$ cat src/rtl/mac_pkg.sv
// Shared types and constants for the MAC accumulate stage: FSM state encoding,
// default widths and the iteration-counter width helper.
package mac_pkg;

   typedef enum logic [1:0] {
      IDLE = 2'd0,
      MUL  = 2'd1,
      ACC  = 2'd2,
      DONE = 2'd3
   } state_t;

   localparam int DW_DEF = 16;
   localparam int AW_DEF = 32;

   // Counter must hold 0..n-1; keep at least one bit for degenerate n.
   function automatic int cnt_width(input int n);
      return (n > 1) ? $clog2(n) : 1;
   endfunction

   localparam int CNT_W_DEF = cnt_width(DW_DEF);

endpackage

$ cat src/rtl/cla.sv
// N-bit carry-lookahead adder: carries are looked ahead inside 4-bit groups,
// and each group's carry-in comes from the previous group's lookahead result.
module cla #(
   parameter int N = 32
) (
   input  logic [N-1:0] a,
   input  logic [N-1:0] b,
   input  logic         cin,
   output logic [N-1:0] s,
   output logic         cout
);

   logic [N-1:0] g;
   logic [N-1:0] p;
   logic [N:0]   c;
   logic         term;
   logic         pall;

   assign g = a & b;
   assign p = a ^ b;

   // c[i+1] expands generate/propagate terms back to the carry entering the group.
   always_comb begin
      c    = '0;
      c[0] = cin;
      term = 1'b0;
      pall = 1'b1;
      for (int i = 0; i < N; i++) begin
         term = 1'b0;
         pall = 1'b1;
         for (int k = 0; k < 4; k++) begin
            if (k <= (i % 4)) begin
               term = term | (pall & g[i-k]);
               pall = pall & p[i-k];
            end
         end
         c[i+1] = term | (pall & c[i-(i%4)]);
      end
   end

   assign s    = p ^ c[N-1:0];
   assign cout = c[N];

endmodule

$ cat src/rtl/mac_accumulate.sv
// Sequential multiply-accumulate: shift-add multiply of one operand pair, then a
// single add into the accumulator through cla. Define MAC_ACC_SATURATE_EN to clamp on carry-out.
//
// state | meaning
// IDLE  | in_ready=1, waiting for an operand pair
// MUL   | DW shift-add iterations building prod
// ACC   | prod added into accumulator, overflow updated
// DONE  | out_valid pulse, acc_out holds the new sum
module mac_accumulate
   import mac_pkg::*;
#(
   parameter int DW = DW_DEF,
   parameter int AW = AW_DEF
) (
   input  logic          clk,
   input  logic          rst,
   input  logic          in_valid,
   output logic          in_ready,
   input  logic [DW-1:0] a,
   input  logic [DW-1:0] b,
   input  logic          clr,
   output logic [AW-1:0] acc_out,
   output logic          out_valid,
   output logic          overflow
);

   localparam int CW = cnt_width(DW);
   localparam int PW = 2 * DW;

   if (AW < 2 * DW) begin : g_width_check
      $fatal(1, "mac_accumulate: AW (%0d) must be >= 2*DW (%0d)", AW, 2 * DW);
   end

   state_t        state;
   logic [PW-1:0] prod;
   logic [PW-1:0] mcand;
   logic [DW-1:0] mplier;
   logic [CW-1:0] cnt;
   logic          clr_q;

   logic [AW-1:0] add_a;
   logic [AW-1:0] add_b;
   logic [AW-1:0] sum;
   logic          cout;

   always_comb begin
      add_a = clr_q ? '0 : acc_out;
      add_b = AW'(prod);
   end

   cla #(.N(AW)) u_cla (
      .a    (add_a),
      .b    (add_b),
      .cin  (1'b0),
      .s    (sum),
      .cout (cout)
   );

   always_ff @(posedge clk) begin
      if (rst) begin
         state    <= IDLE;
         prod     <= '0;
         mcand    <= '0;
         mplier   <= '0;
         cnt      <= '0;
         clr_q    <= 1'b0;
         acc_out  <= '0;
         overflow <= 1'b0;
      end else begin
         case (state)
            IDLE: begin
               if (in_valid) begin
                  mcand  <= PW'(a);
                  mplier <= b;
                  clr_q  <= clr;
                  prod   <= '0;
                  cnt    <= '0;
                  state  <= MUL;
               end
            end
            MUL: begin
               if (mplier[0]) begin
                  prod <= prod + mcand;
               end
               mcand  <= mcand << 1;
               mplier <= mplier >> 1;
               // Fixed DW iterations regardless of operand values.
               if (cnt == CW'(DW - 1)) begin
                  cnt   <= '0;
                  state <= ACC;
               end else begin
                  cnt <= cnt + CW'(1);
               end
            end
            ACC: begin
`ifdef MAC_ACC_SATURATE_EN
               acc_out <= cout ? '1 : sum;
`else
               acc_out <= sum;
`endif
               overflow <= clr_q ? cout : (overflow | cout);
               state    <= DONE;
            end
            DONE: begin
               state <= IDLE;
            end
            default: begin
               state <= IDLE;
            end
         endcase
      end
   end

   assign in_ready  = (state == IDLE);
   assign out_valid = (state == DONE);

endmodule

$ cat config.mk
export PLATFORM = sky130hd
export DESIGN_NAME = mac_accumulate
export DESIGN_NICKNAME = d
export VERILOG_FILES = /design/src/rtl/mac_pkg.sv /design/src/rtl/cla.sv /design/src/rtl/mac_accumulate.sv
export SDC_FILE = /design/constraint.sdc
export NUM_CORES = 1
export LEC_CHECK = 0
export CORE_ASPECT_RATIO = 1.2
export CORE_MARGIN = 5
export CORE_UTILIZATION = 55
export CTS_BUF_LIST = sky130_fd_sc_hd__clkbuf_4 sky130_fd_sc_hd__clkbuf_8
export CTS_CLUSTER_DIAMETER = 150
export CTS_CLUSTER_SIZE = 25
export DETAILED_ROUTE_END_ITERATION = 7
export PLACE_DENSITY = 0.77
export SKIP_LAST_GASP = 1
export SYNTH_ARGS = -nofsm -noshare
export SYNTH_HDL_FRONTEND = slang
export SYNTH_SLANG_ARGS = --single-unit
$ cat constraint.sdc
create_clock -name clk -period 8 [get_ports clk]
set_clock_uncertainty 0.2 [all_clocks]
set_input_delay 1.6 -clock clk [delete_from_list [all_inputs] [get_ports clk]]
set_output_delay 1.6 -clock clk [all_outputs]
set_load 0.02 [all_outputs]
==> run_results.csv <==
group,metric,value,unit
status,outcome,"finished clean",
placed_design,place_ws,3.49,ns
timing,setup-tns-final,0,ns
job,maxCapViolations,0,
clock_network,h-tree-depth,4,
critical_path,startpoint_type,"flop",
pwr,p_clk_frac,0.253,
floorplan,dieArea,16000,µm²
pwr,comb_power_share,0.378,
synthesis,syn_area,7470,µm²
final_layout,fillers,1099,
grt,track_usage,0.236,
grt,grt_pass1_vias,6374,
routing,drtAntennaViolNets,0,
routing,routed-via-count,6387,
placed_design,gp_congestion,0.929,
final_layout,finish.utilization,0.651,
final_layout,drive_gt1_frac,0.0662,
routing,drc_errors,0,
final_layout,fin_area,8660,µm²
critical_path,crit_arrival,4.36,ns
clock_network,cts_tree,"built",
clock_network,clkLatencyLatePin,0.46,ns
critical_path,critPathMaxFanout,24,
floorplan,ios,71,
pwr,finalPower,2.09,mW
critical_path,crit_path_end_kind,"flop",
pwr,irDropWorstVdd,0.198,mV
critical_path,cp.required,8.17,ns
routing,drt_iter0_markers,428,
timing,timing.final.crit_share,0.523,
timing,finalMaxSlewViolations,0,
grt,grt_overflow,0,
synthesis,synth_edf_count,0,
routing,routed_wl,18100,µm
synthesis,ys_seq_elements,120,
timing,rsz0062_at_grt,"false",
grt,grt_max_degree,62,
placed_design,dp_cells,1043,
placed_design,io_buffers,70,
floorplan,die_w,116,µm
synthesis,yosysWarningCount,0,
clock_network,path_clk_slew,0.08,ns
synthesis,synth_seq_area_share,0.322,
pwr,power.internal,1.27,mW
timing,tightest_slew,1.04,ns
synthesis,postSynthAreaPerCell,8.87,µm²
timing,relSlewSlack,0.307,
pwr,leakagePower,3.71,nW
floorplan,core,13300,µm²
final_layout,instances_no_fill,1075,
final_layout,syn_to_final_growth,16.0,%
final_layout,nets,1007,
grt,grt_pass1_wl,30200,µm
placed_design,hpwl,13700,µm
synthesis,synthCells,842,
routing,dr.pass1.iters,5,
synthesis,synth_flop_cell,"dfxtp_1",
floorplan,num_rows,46,
synthesis,ys_types,56,
pwr,p_sw,0.820,mW
clock_network,cts_setup_buffers,0,
timing,hold_viol_final,0,
critical_path,rrSetupSlack,3.81,ns
timing,worst_hold_slack,0.278,ns
pwr,power_frac_seq,0.369,
pwr,p_per_area,242,nW/µm²
clock_network,cts_root_buffer,"clkbuf_8",
clock_network,cts-resized-gates,0,
clock_network,cts.hold.buffers_added,0,
clock_network,cts_buffers,17,
critical_path,worstSetupPathType,"reg2reg",
routing,via_per_inst,5.94,
placed_design,place_area,8270,µm²
clock_network,cts_buffer_depth,2,
final_layout,antenna_cells,0,
floorplan,start_util,0.562,
timing,fin_ws,3.81,ns
floorplan,die_h,138,µm
pwr,swShare,0.391,
timing,final-setup-viol-count,0,
timing,layout_min_cycle_time,4.19,ns
timing,fmax,239,MHz
clock_network,cts_sinks,120,
grt,antenna_found_initial,0,
routing,detail_route.wl_per_cell,16.9,µm
min_path,hp-class,"reg2reg",
synthesis,synth_nets,955,
synthesis,async_flop_share,0,
worst max-delay path: stages (launching register included):
cell and delay, ns:
dfxtp_1 0.54, buf_4 0.35, nor2b_1 0.09, ha_1 0.34, and3_1 0.24, a221oi_1 0.37
nor2_1 0.08, a211oi_1 0.37, nand2_2 0.16, a31oi_1 0.29, o21bai_1 0.13, a21o_1 0.20
fa_1 0.37, xnor2_1 0.14, a211oi_1 0.21
synthesized netlist by cell type (8+ instances only):
cell / count / share of area
a211oi_1: 44 / 0.044
o21a_1: 9 / 0.0090
dfxtp_1: 120 / 0.32
a21oi_1: 46 / 0.031
fa_1: 9 / 0.024
o21ai_0: 21 / 0.014
o21bai_1: 11 / 0.011
a22o_1: 15 / 0.018
a21o_1: 23 / 0.023
nand3_1: 11 / 0.0074
mux2i_1: 45 / 0.060
o21ai_1: 8 / 0.0054
nand2b_1: 12 / 0.010
xnor2_1: 33 / 0.039
ha_1: 68 / 0.11
nor2b_1: 35 / 0.029
nand2_1: 37 / 0.019
inv_1: 19 / 0.0096
clkbuf_1: 35 / 0.018
a22oi_1: 33 / 0.033
xor2_1: 17 / 0.020
nor2_1: 111 / 0.056
power by group through the flow:
stage	registers (mW)	clock network, mW	logic (mW)
2_1_floorplan	0.785	0	0.573
3_3_place_gp	0.781	0	0.755
3_5_place_dp	0.786	0	0.786
4_1_cts	0.773	0.538	0.792
5_1_grt	0.786	0.565	0.870
6_report	0.773	0.529	0.792
flip-flops by register name, indices dropped and copies added, names as in the netlist:
register,flops
acc_out,32
mplier,16
cnt,4
clr_q,1
add_b,32
mcand,32
state,2
overflow,1
worst paths after layout:
path | from | to | cells past startpoint
setup / recovery | clr_q | acc_out[25] | 14
hold / removal | mplier[15] | mplier[15] | 2
setup reg to reg | clr_q | acc_out[25] | 14
hold reg to reg | mplier[15] | mplier[15] | 2
layer usage:
layer | GRT usage | vias up | part of all wire
li1 | - | 3159 | -
met1 | 0.289 | 3023 | 0.43
met2 | 0.398 | 166 | 0.49
met5 | 0 | - | 0
met3 | 0.0584 | 39 | 0.052
met4 | 0.0916 | 0 | 0.026
logic make-up after synthesis:
family,share of synthesized area
AO/OA/AOI/OAI,0.240
AND/OR/NAND/NOR,0.150
flip-flops,0.322
adder cells (fa/ha/maj),0.138
buffers and inverters,0.0313
XOR/XNOR,0.0587
multiplexers,0.0603
cell usage in the layout (no fill, tap or decap), types with 3 or more instances in the layout:
cell type / instances
dfxtp_1: 120
nor2_1: 111
clkdlybuf4s50_1: 69
ha_1: 66
a21oi_1: 46
mux2i_1: 45
a211oi_1: 44
nand2_1: 37
nor2b_1: 35
xnor2_1: 33
a22oi_1: 33
a21o_1: 23
o21ai_0: 21
inv_1: 19
clkbuf_8: 19
xor2_1: 17
a22o_1: 15
nand2b_1: 12
o21bai_1: 11
nand3_1: 11
o21a_1: 9
fa_1: 9
o21ai_1: 7
and3_1: 7
o22ai_1: 7
buf_4: 7
and2_1: 6
nand4_1: 6
clkinvlp_4: 6
or3_1: 4
clkinv_4: 4
o211ai_1: 3
nor3_1: 3
area by class of cell:
| cell class | instances | area (µm²) | area share |
|---|---|---|---|
| timing repair buffer | 76 | 743 | 0.0858 |
| clock inverter | 13 | 124 | 0.0143 |
| sequential | 120 | 2400 | 0.277 |
| multi-input combinational | 660 | 4850 | 0.560 |
| clock buffer | 19 | 262 | 0.0302 |
| inverter | 19 | 71.3 | 0.00824 |
| tap | 168 | 210 | 0.0243 |
Power figures use the tool's default switching activity.
